`src/rtl/rgmii_tx_framer_if.sv`:
```
// Byte-stream handshake into the RGMII transmit framer.
// Master drives data/markers; slave returns in_ready.
interface rgmii_tx_framer_if;
    logic [7:0] in_data;
    logic       in_valid;
    logic       in_sop;
    logic       in_eop;
    logic       in_ready;

    modport master (
        output in_data, in_valid, in_sop, in_eop,
        input  in_ready
    );

    modport slave (
        input  in_data, in_valid, in_sop, in_eop,
        output in_ready
    );
endinterface

```
`src/rtl/rgmii_tx_framer.sv`:
```
// 100M RGMII transmit framer: preamble, SFD, payload, FCS, IFG.
// `define TX_FCS_EN to append a generated CRC-32 FCS.
module rgmii_tx_framer #(
    parameter int PREAMBLE_BYTES = 7,
    parameter int IFG_BYTES      = 12
) (
    input  logic             rgmii_clk,
    input  logic             rst_n,
    input  logic             giga_mode,
    rgmii_tx_framer_if.slave s,
    output logic             rgmii_tx_ctrl,
    output logic             rgmii_tx_err,
    output logic [3:0]       rgmii_tx_data,
    output logic             tx_sop,
    output logic             tx_underrun,
    output logic [15:0]      frame_cnt
);
    localparam int PRE_N = 2 * PREAMBLE_BYTES;
    localparam int IFG_N = 2 * IFG_BYTES;
    localparam int FCS_N = 8;
    localparam int MAX_A = (PRE_N > IFG_N) ? PRE_N : IFG_N;
    localparam int MAX_N = (MAX_A > FCS_N) ? MAX_A : FCS_N;
    localparam int CW    = $clog2(MAX_N);

    localparam logic [CW-1:0] PRE_LAST = CW'(PRE_N - 1);
    localparam logic [CW-1:0] IFG_LAST = CW'(IFG_N - 1);
    localparam logic [CW-1:0] ONE      = CW'(1);

    typedef enum logic [2:0] {
        IDLE,
        PRE,
        SFD,
        PAY_LO,
        PAY_HI,
        ABORT,
`ifdef TX_FCS_EN
        FCS,
`endif
        IFG
    } state_t;

    state_t        state_q, state_d;
    logic [CW-1:0] cnt_q, cnt_d;
    logic [7:0]    byte_q;
    logic          eop_q;
    logic          first_q;
    logic          run_q;
    logic          start;
    logic          load;
    logic          done;

`ifdef TX_FCS_EN
    localparam logic [CW-1:0] FCS_LAST = CW'(FCS_N - 1);

    logic [31:0] crc_q;
    logic [31:0] fcs;

    function automatic logic [31:0] crc_byte(
        input logic [31:0] c,
        input logic [7:0]  d
    );
        logic [31:0] r;
        r = c ^ {24'h0, d};
        for (int i = 0; i < 8; i++)
            r = r[0] ? ((r >> 1) ^ 32'hEDB88320) : (r >> 1);
        return r;
    endfunction

    assign fcs  = ~crc_q;
    assign done = (state_q == FCS) && (cnt_q == FCS_LAST);
`else
    assign done = (state_q == PAY_HI) && eop_q;
`endif

    // run_q keeps the block deaf for the first cycle out of reset
    assign start = run_q & ~giga_mode & s.in_valid & s.in_sop;
    assign load  = s.in_valid & s.in_ready & (state_q != IDLE);

    always_ff @(posedge rgmii_clk or negedge rst_n) begin
        if (!rst_n) begin
            state_q <= IDLE;
            cnt_q   <= '0;
        end else begin
            state_q <= state_d;
            cnt_q   <= cnt_d;
        end
    end

    always_ff @(posedge rgmii_clk or negedge rst_n) begin
        if (!rst_n) begin
            byte_q    <= '0;
            eop_q     <= 1'b0;
            first_q   <= 1'b0;
            run_q     <= 1'b0;
            frame_cnt <= '0;
`ifdef TX_FCS_EN
            crc_q     <= '0;
`endif
        end else begin
            run_q <= 1'b1;
            if (load) begin
                byte_q <= s.in_data;
                eop_q  <= s.in_eop;
`ifdef TX_FCS_EN
                crc_q  <= crc_byte((state_q == SFD) ? 32'hFFFFFFFF : crc_q,
                                   s.in_data);
`endif
            end
            if (state_q == SFD)
                first_q <= 1'b1;
            else if (state_q == PAY_LO)
                first_q <= 1'b0;
            if (done)
                frame_cnt <= frame_cnt + 16'd1;
        end
    end

    always_comb begin
        state_d = state_q;
        cnt_d   = cnt_q;
        unique case (state_q)
            IDLE: begin
                if (start) begin
                    state_d = PRE;
                    cnt_d   = '0;
                end
            end
            PRE: begin
                if (cnt_q == PRE_LAST) begin
                    state_d = SFD;
                    cnt_d   = '0;
                end else begin
                    cnt_d = cnt_q + ONE;
                end
            end
            SFD: begin
                if (cnt_q[0]) begin
                    state_d = s.in_valid ? PAY_LO : ABORT;
                    cnt_d   = '0;
                end else begin
                    cnt_d = ONE;
                end
            end
            PAY_LO: state_d = PAY_HI;
            PAY_HI: begin
                cnt_d = '0;
                if (eop_q)
`ifdef TX_FCS_EN
                    state_d = FCS;
`else
                    state_d = IFG;
`endif
                else if (s.in_valid)
                    state_d = PAY_LO;
                else
                    state_d = ABORT;
            end
            ABORT: begin
                if (cnt_q[0]) begin
                    state_d = IFG;
                    cnt_d   = '0;
                end else begin
                    cnt_d = ONE;
                end
            end
`ifdef TX_FCS_EN
            FCS: begin
                if (cnt_q == FCS_LAST) begin
                    state_d = IFG;
                    cnt_d   = '0;
                end else begin
                    cnt_d = cnt_q + ONE;
                end
            end
`endif
            // a waiting SOP launches straight off the last gap cycle
            IFG: begin
                if (cnt_q == IFG_LAST) begin
                    state_d = start ? PRE : IDLE;
                    cnt_d   = '0;
                end else begin
                    cnt_d = cnt_q + ONE;
                end
            end
            default: begin
                state_d = IDLE;
                cnt_d   = '0;
            end
        endcase
    end

    always_comb begin
        rgmii_tx_ctrl = 1'b0;
        rgmii_tx_err  = 1'b0;
        rgmii_tx_data = 4'h0;
        tx_sop        = 1'b0;
        tx_underrun   = 1'b0;
        s.in_ready    = 1'b0;
        unique case (state_q)
            IDLE: begin
                s.in_ready = run_q & ~giga_mode & s.in_valid & ~s.in_sop;
            end
            PRE: begin
                rgmii_tx_ctrl = 1'b1;
                rgmii_tx_data = 4'h5;
            end
            SFD: begin
                rgmii_tx_ctrl = 1'b1;
                rgmii_tx_data = cnt_q[0] ? 4'hD : 4'h5;
                s.in_ready    = cnt_q[0];
            end
            PAY_LO: begin
                rgmii_tx_ctrl = 1'b1;
                rgmii_tx_data = byte_q[3:0];
                tx_sop        = first_q;
            end
            PAY_HI: begin
                rgmii_tx_ctrl = 1'b1;
                rgmii_tx_data = byte_q[7:4];
                s.in_ready    = ~eop_q;
            end
            ABORT: begin
                rgmii_tx_ctrl = 1'b1;
                rgmii_tx_err  = 1'b1;
                tx_underrun   = ~cnt_q[0];
            end
`ifdef TX_FCS_EN
            FCS: begin
                rgmii_tx_ctrl = 1'b1;
                rgmii_tx_data = fcs[{cnt_q[2:0], 2'b00} +: 4];
            end
`endif
            IFG: ;
            default: ;
        endcase
    end
endmodule

```
`src/flat_wrapper.sv`:
```
// flat-port wrapper written by rule: the top's interface ports become plain ports
module rgmii_tx_framer_flat 
#(
    parameter int PREAMBLE_BYTES = 7,
    parameter int IFG_BYTES      = 12
)
  (rgmii_clk, rst_n, giga_mode, rgmii_tx_ctrl, rgmii_tx_err, rgmii_tx_data, tx_sop, tx_underrun, frame_cnt, s_in_data, s_in_valid, s_in_sop, s_in_eop, s_in_ready);
  rgmii_tx_framer_if s_i ();
  input  logic rgmii_clk;
  input  logic rst_n;
  input  logic giga_mode;
  output logic rgmii_tx_ctrl;
  output logic rgmii_tx_err;
  output logic [3:0] rgmii_tx_data;
  output logic tx_sop;
  output logic tx_underrun;
  output logic [15:0] frame_cnt;
  input wire logic [$bits(s_i.in_data)-1:0] s_in_data;
  input wire logic [$bits(s_i.in_valid)-1:0] s_in_valid;
  input wire logic [$bits(s_i.in_sop)-1:0] s_in_sop;
  input wire logic [$bits(s_i.in_eop)-1:0] s_in_eop;
  output wire logic [$bits(s_i.in_ready)-1:0] s_in_ready;
  assign s_i.in_data = s_in_data;
  assign s_i.in_valid = s_in_valid;
  assign s_i.in_sop = s_in_sop;
  assign s_i.in_eop = s_in_eop;
  assign s_in_ready = s_i.in_ready;
  rgmii_tx_framer #(.PREAMBLE_BYTES(PREAMBLE_BYTES), .IFG_BYTES(IFG_BYTES)) u_core (.rgmii_clk(rgmii_clk), .rst_n(rst_n), .giga_mode(giga_mode), .s(s_i), .rgmii_tx_ctrl(rgmii_tx_ctrl), .rgmii_tx_err(rgmii_tx_err), .rgmii_tx_data(rgmii_tx_data), .tx_sop(tx_sop), .tx_underrun(tx_underrun), .frame_cnt(frame_cnt));
endmodule
```
`config.mk`:
```
export PLATFORM = sky130hd
export DESIGN_NAME = rgmii_tx_framer_flat
export DESIGN_NICKNAME = d
export VERILOG_FILES = /design/src/rtl/rgmii_tx_framer_if.sv /design/src/rtl/rgmii_tx_framer.sv /design/src/flat_wrapper.sv
export SDC_FILE = /design/constraint.sdc
export NUM_CORES = 1
export LEC_CHECK = 0
export BUFFER_PORTS_ARGS = -buffer_cell sky130_fd_sc_hd__buf_4
export CAP_MARGIN = 40
export CORE_MARGIN = 2
export CORE_UTILIZATION = 58
export CTS_CLUSTER_DIAMETER = 60
export DETAILED_ROUTE_END_ITERATION = 10
export GPL_TIMING_DRIVEN = 0
export HOLD_SLACK_MARGIN = 0.02
export PLACE_DENSITY = 0.85
export SYNTH_ARGS = -nofsm -noshare
export SYNTH_HDL_FRONTEND = slang
export SYNTH_SLANG_ARGS = --single-unit
```
`constraint.sdc`:
```
create_clock -name rgmii_clk -period 4.8 [get_ports rgmii_clk]
set_clock_uncertainty 0.15 [all_clocks]
set_input_delay 0.48 -clock rgmii_clk [delete_from_list [all_inputs] [get_ports rgmii_clk]]
set_output_delay 0.48 -clock rgmii_clk [all_outputs]
set_load 0.02 [all_outputs]
```
==> metrics.md <==
| Metric | Value |
|---|---|
| Status | finished, final reports clean |
| Simple-gate share of the synthesized area | 20.2% |
| Worst min-delay path class | input port to register |
| CP Launch Type | register |
| N_diodes | 0 |
| DP Wirelength | about 3 mm |
| Leakage | roughly 1.1 nW |
| Global-route wire length before repair | between 6 and 7 mm |
| DRT Pass-1 Iters | 4 |
| Seq/Total Area, Yosys | between 40% and 50% |
| Largest family of logic cells by synthesized area | simple AND/OR/NAND/NOR gates |
| P per Cell Area | 548 mW/mm² |
| Initial antenna violation count | 0 |
| FF+latch area | 876 µm² |
| Slew Limit Fails | 0 |
| Cell Count, Final, Fillers Out | roughly 280 |
| Synth top area cells | dfrtp_1 46%, mux2_2 5.3%, ha_1 4.6% |
| Final nets | approximately 250 |
| Yosys warning count | 0 |
| Post-synthesis compound-gate area fraction | 10.9% |
| Post-route minimum period | 2.68 ns |
| Final estimated routing congestion in global placement | 0.858 |
| Post-CTS setup buffer count | 0 |
| Async S/R FF share, synth | 100% |
| Max VDD drop | 0.390 mV |
| GRT overflow | 0 |
| Die X | just over 60 µm |
| Xor and xnor fraction of the mapped netlist area | under 10% |
| Root buffer cell | clkbuf_4 |
| Die area | 0.00377 mm² |
| Post-synth cell types | 48 |
| Final ANT Viol Nets | 0 |
| Via count | 1,549 |
| Layout area overhead | 22.8% |
| Critical path capture point type | output pin |
| Final period util | between 50% and 60% |
| CTS sink cnt | 35 |
| R2R setup slack | 2.52 ns |
| GRT Total Usage | between 20% and 30% |
| Post-Syn Area per Cell | 10.4 µm² |
| Mux contribution to synthesized area | 6.87% |
| Post-synth top area share | 45.8% |
| Top FF cell, synth | dfrtp_1 |
| Max-Cap Viols | 0 |
| RSZ-0062 raised after global routing | no |
| Share of total power in the clock network | between 15 and 20% |
| IO Port Bufs | 38 |
| Clock slew at reported path FFs | ~0.12 ns |
| Setup WS post-layout | approximately 2.1 ns |
| Sw Ratio | 39.2% |
| DR vias/cell | approximately 5.6 |
| Final setup fails | 0 |
| Crit Path Max Fanout | 10 |
| Die Span Y | approximately 61 µm |
| Row count | 20 |
| Final WL | 4.04 mm |
| # resized after CTS | 0 |
| Post-Synth Adder-Cell Area | 4.58% |
| Critical path type | register to output pin |
| Initial Utilization | roughly 62% |
| Post-synth design cell area | roughly 0.0019 mm² |
| Placed cells | 266 |
| Biggest area consumer among synthesized cells | dfrtp_1 |
| H-tree Lvls | 2 |
| Largest net degree at the start of global routing | 36 |
| Final Hold Fails | 0 |
| DRC violations left | 0 |
| Fillers | 235 |
| Insertion delay to the later sink of the worst-skew pair | between 0.3 and 0.4 ns |
| Area of the multi-input gates | ~960 µm² |
| Core area | between 0.003 and 0.004 mm² |
| EDFF count, synth | 0 |
| CTS max path bufs | 2 |
| Iter 0 DRT Violations | 68 |
| TritonCTS clock tree | built |
| Syn_nets | ~200 |
| Part of the power in registers | between 30% and 40% |
| Share of cells above drive strength 1 | between 20% and 30% |
| Drt wl/cell | around 15 µm |
| IO Pins | 39 |
| Power consumption | approximately 1.3 mW |
| Int Pwr | 0.782 mW |
| Worst Path Required | 4.17 ns |
| FMAX | approximately 370 MHz |
| P_sw | 0.505 mW |
| Combinational fraction of design power | a little under half |
| Post-synthesis cell count | between 150 and 200 |
| Vias in the first global route | around 1,500 |
| Num CTS Buffers | 5 |
| Pre-CTS setup slack | between 2 and 3 ns |
| TNS Setup | 0 ns |
| Synthesized flop and latch total | 35 |
| Data arrival time of the worst path | just over 2 ns |
[kinds of logic (layout without fill, tap and decap cells)]
family                   after synthesis  after routing
AND/OR/NAND/NOR                       66             66
flip-flops                            35             35
other                                  1              1
XOR/XNOR                              17             17
buffers and inverters                 17             64
AO/OA/AOI/OAI                         30             30
adder cells (fa/ha/maj)                7              7
multiplexers                          11             11
[layer usage]
metal,wire [µm],GRT usage (%),vias up
met1,1630,29.6,764
met5,0,0,-
met3,218,6.93,6
li1,-,-,735
met4,46,8.81,0
met2,2140,42.4,44
[registers in the layout (all words and copies together), names as in the netlist]
name / count
u_core.byte_q: 8
u_core.run_q: 1
u_core.eop_q: 1
u_core.state_q: 3
u_core.cnt_q: 5
u_core.first_q: 1
u_core.frame_cnt: 16
[cell usage in the layout (no fill, tap or decap), types with 5 or more instances in the layout]
| cell | n |
|---|---|
| xor2_1 | 7 |
| mux2_2 | 9 |
| nor2_1 | 8 |
| a21oi_1 | 6 |
| nor3_1 | 9 |
| xnor2_1 | 10 |
| ha_1 | 7 |
| nand2_1 | 19 |
| inv_1 | 12 |
| buf_4 | 40 |
| clkbuf_4 | 5 |
| dfrtp_1 | 35 |
[power groups by stage]
stage | clock network [mW] | logic, mW | registers (mW)
after floorplan | 0 | 0.429 | 0.440
after global placement | 0 | 0.586 | 0.441
after detailed placement | 0 | 0.608 | 0.449
after CTS | 0.228 | 0.615 | 0.443
after global routing | 0.245 | 0.673 | 0.455
final | 0.226 | 0.617 | 0.444
[area by class of cell]
type,count,share of cell area (%)
clock inverter,2,1.49
multi-input combinational,132,41.1
tap,44,2.34
sequential,35,37.3
buffer,5,1.12
inverter,12,1.92
clock buffer,6,2.18
timing repair buffer,39,12.6
[worst paths after layout]
kind,to,from,depth (start not counted)
worst max-delay path,rgmii_tx_data[2],u_core.state_q[1],6
worst min register to register,u_core.frame_cnt[15],u_core.frame_cnt[15],1
worst max register to register,u_core.byte_q[5],u_core.state_q[1],7
worst min-delay path,u_core.byte_q[4],s_in_data[4],2
min in group asynchronous,u_core.cnt_q[2],rst_n,2
max in group asynchronous,u_core.eop_q,rst_n,2
[critical path, cell delays in order (launching register included)]
cell     delay [ns]
dfrtp_1        0.47
inv_1          0.10
ha_1           0.21
buf_4          0.18
and2_1         0.20
a221o_1        0.36
buf_4          0.16
[cells in the mapped netlist (all sizes together), types with 3 or more instances]
library cell,instances
nor3,9
dfrtp,35
and2,3
nand2b,3
ha,7
o21ai,5
nand3,5
xor2,7
a21oi,6
inv,12
clkbuf,3
o22ai,3
nand2,19
mux2,11
nor2,8
nand4,4
xnor2,10
or3,3
[through the flow]
stage                     hold slack (ns)  cell area, µm²  util (%)
after floorplan                    0.0344            1910         -
after global placement              0.290            2250      72.6
after detailed placement            0.296            2250      72.6
after CTS                           0.207            2350      75.7
after global routing                0.195            2350      75.7
final                               0.213            2350      75.7
[what timing repair did]
item,CTS,global route
hold buffers,1,0
endpoints found under the setup margin,0,0
endpoints found under the hold margin,35,0
Note: power is estimated with default switching activity, not from simulation.
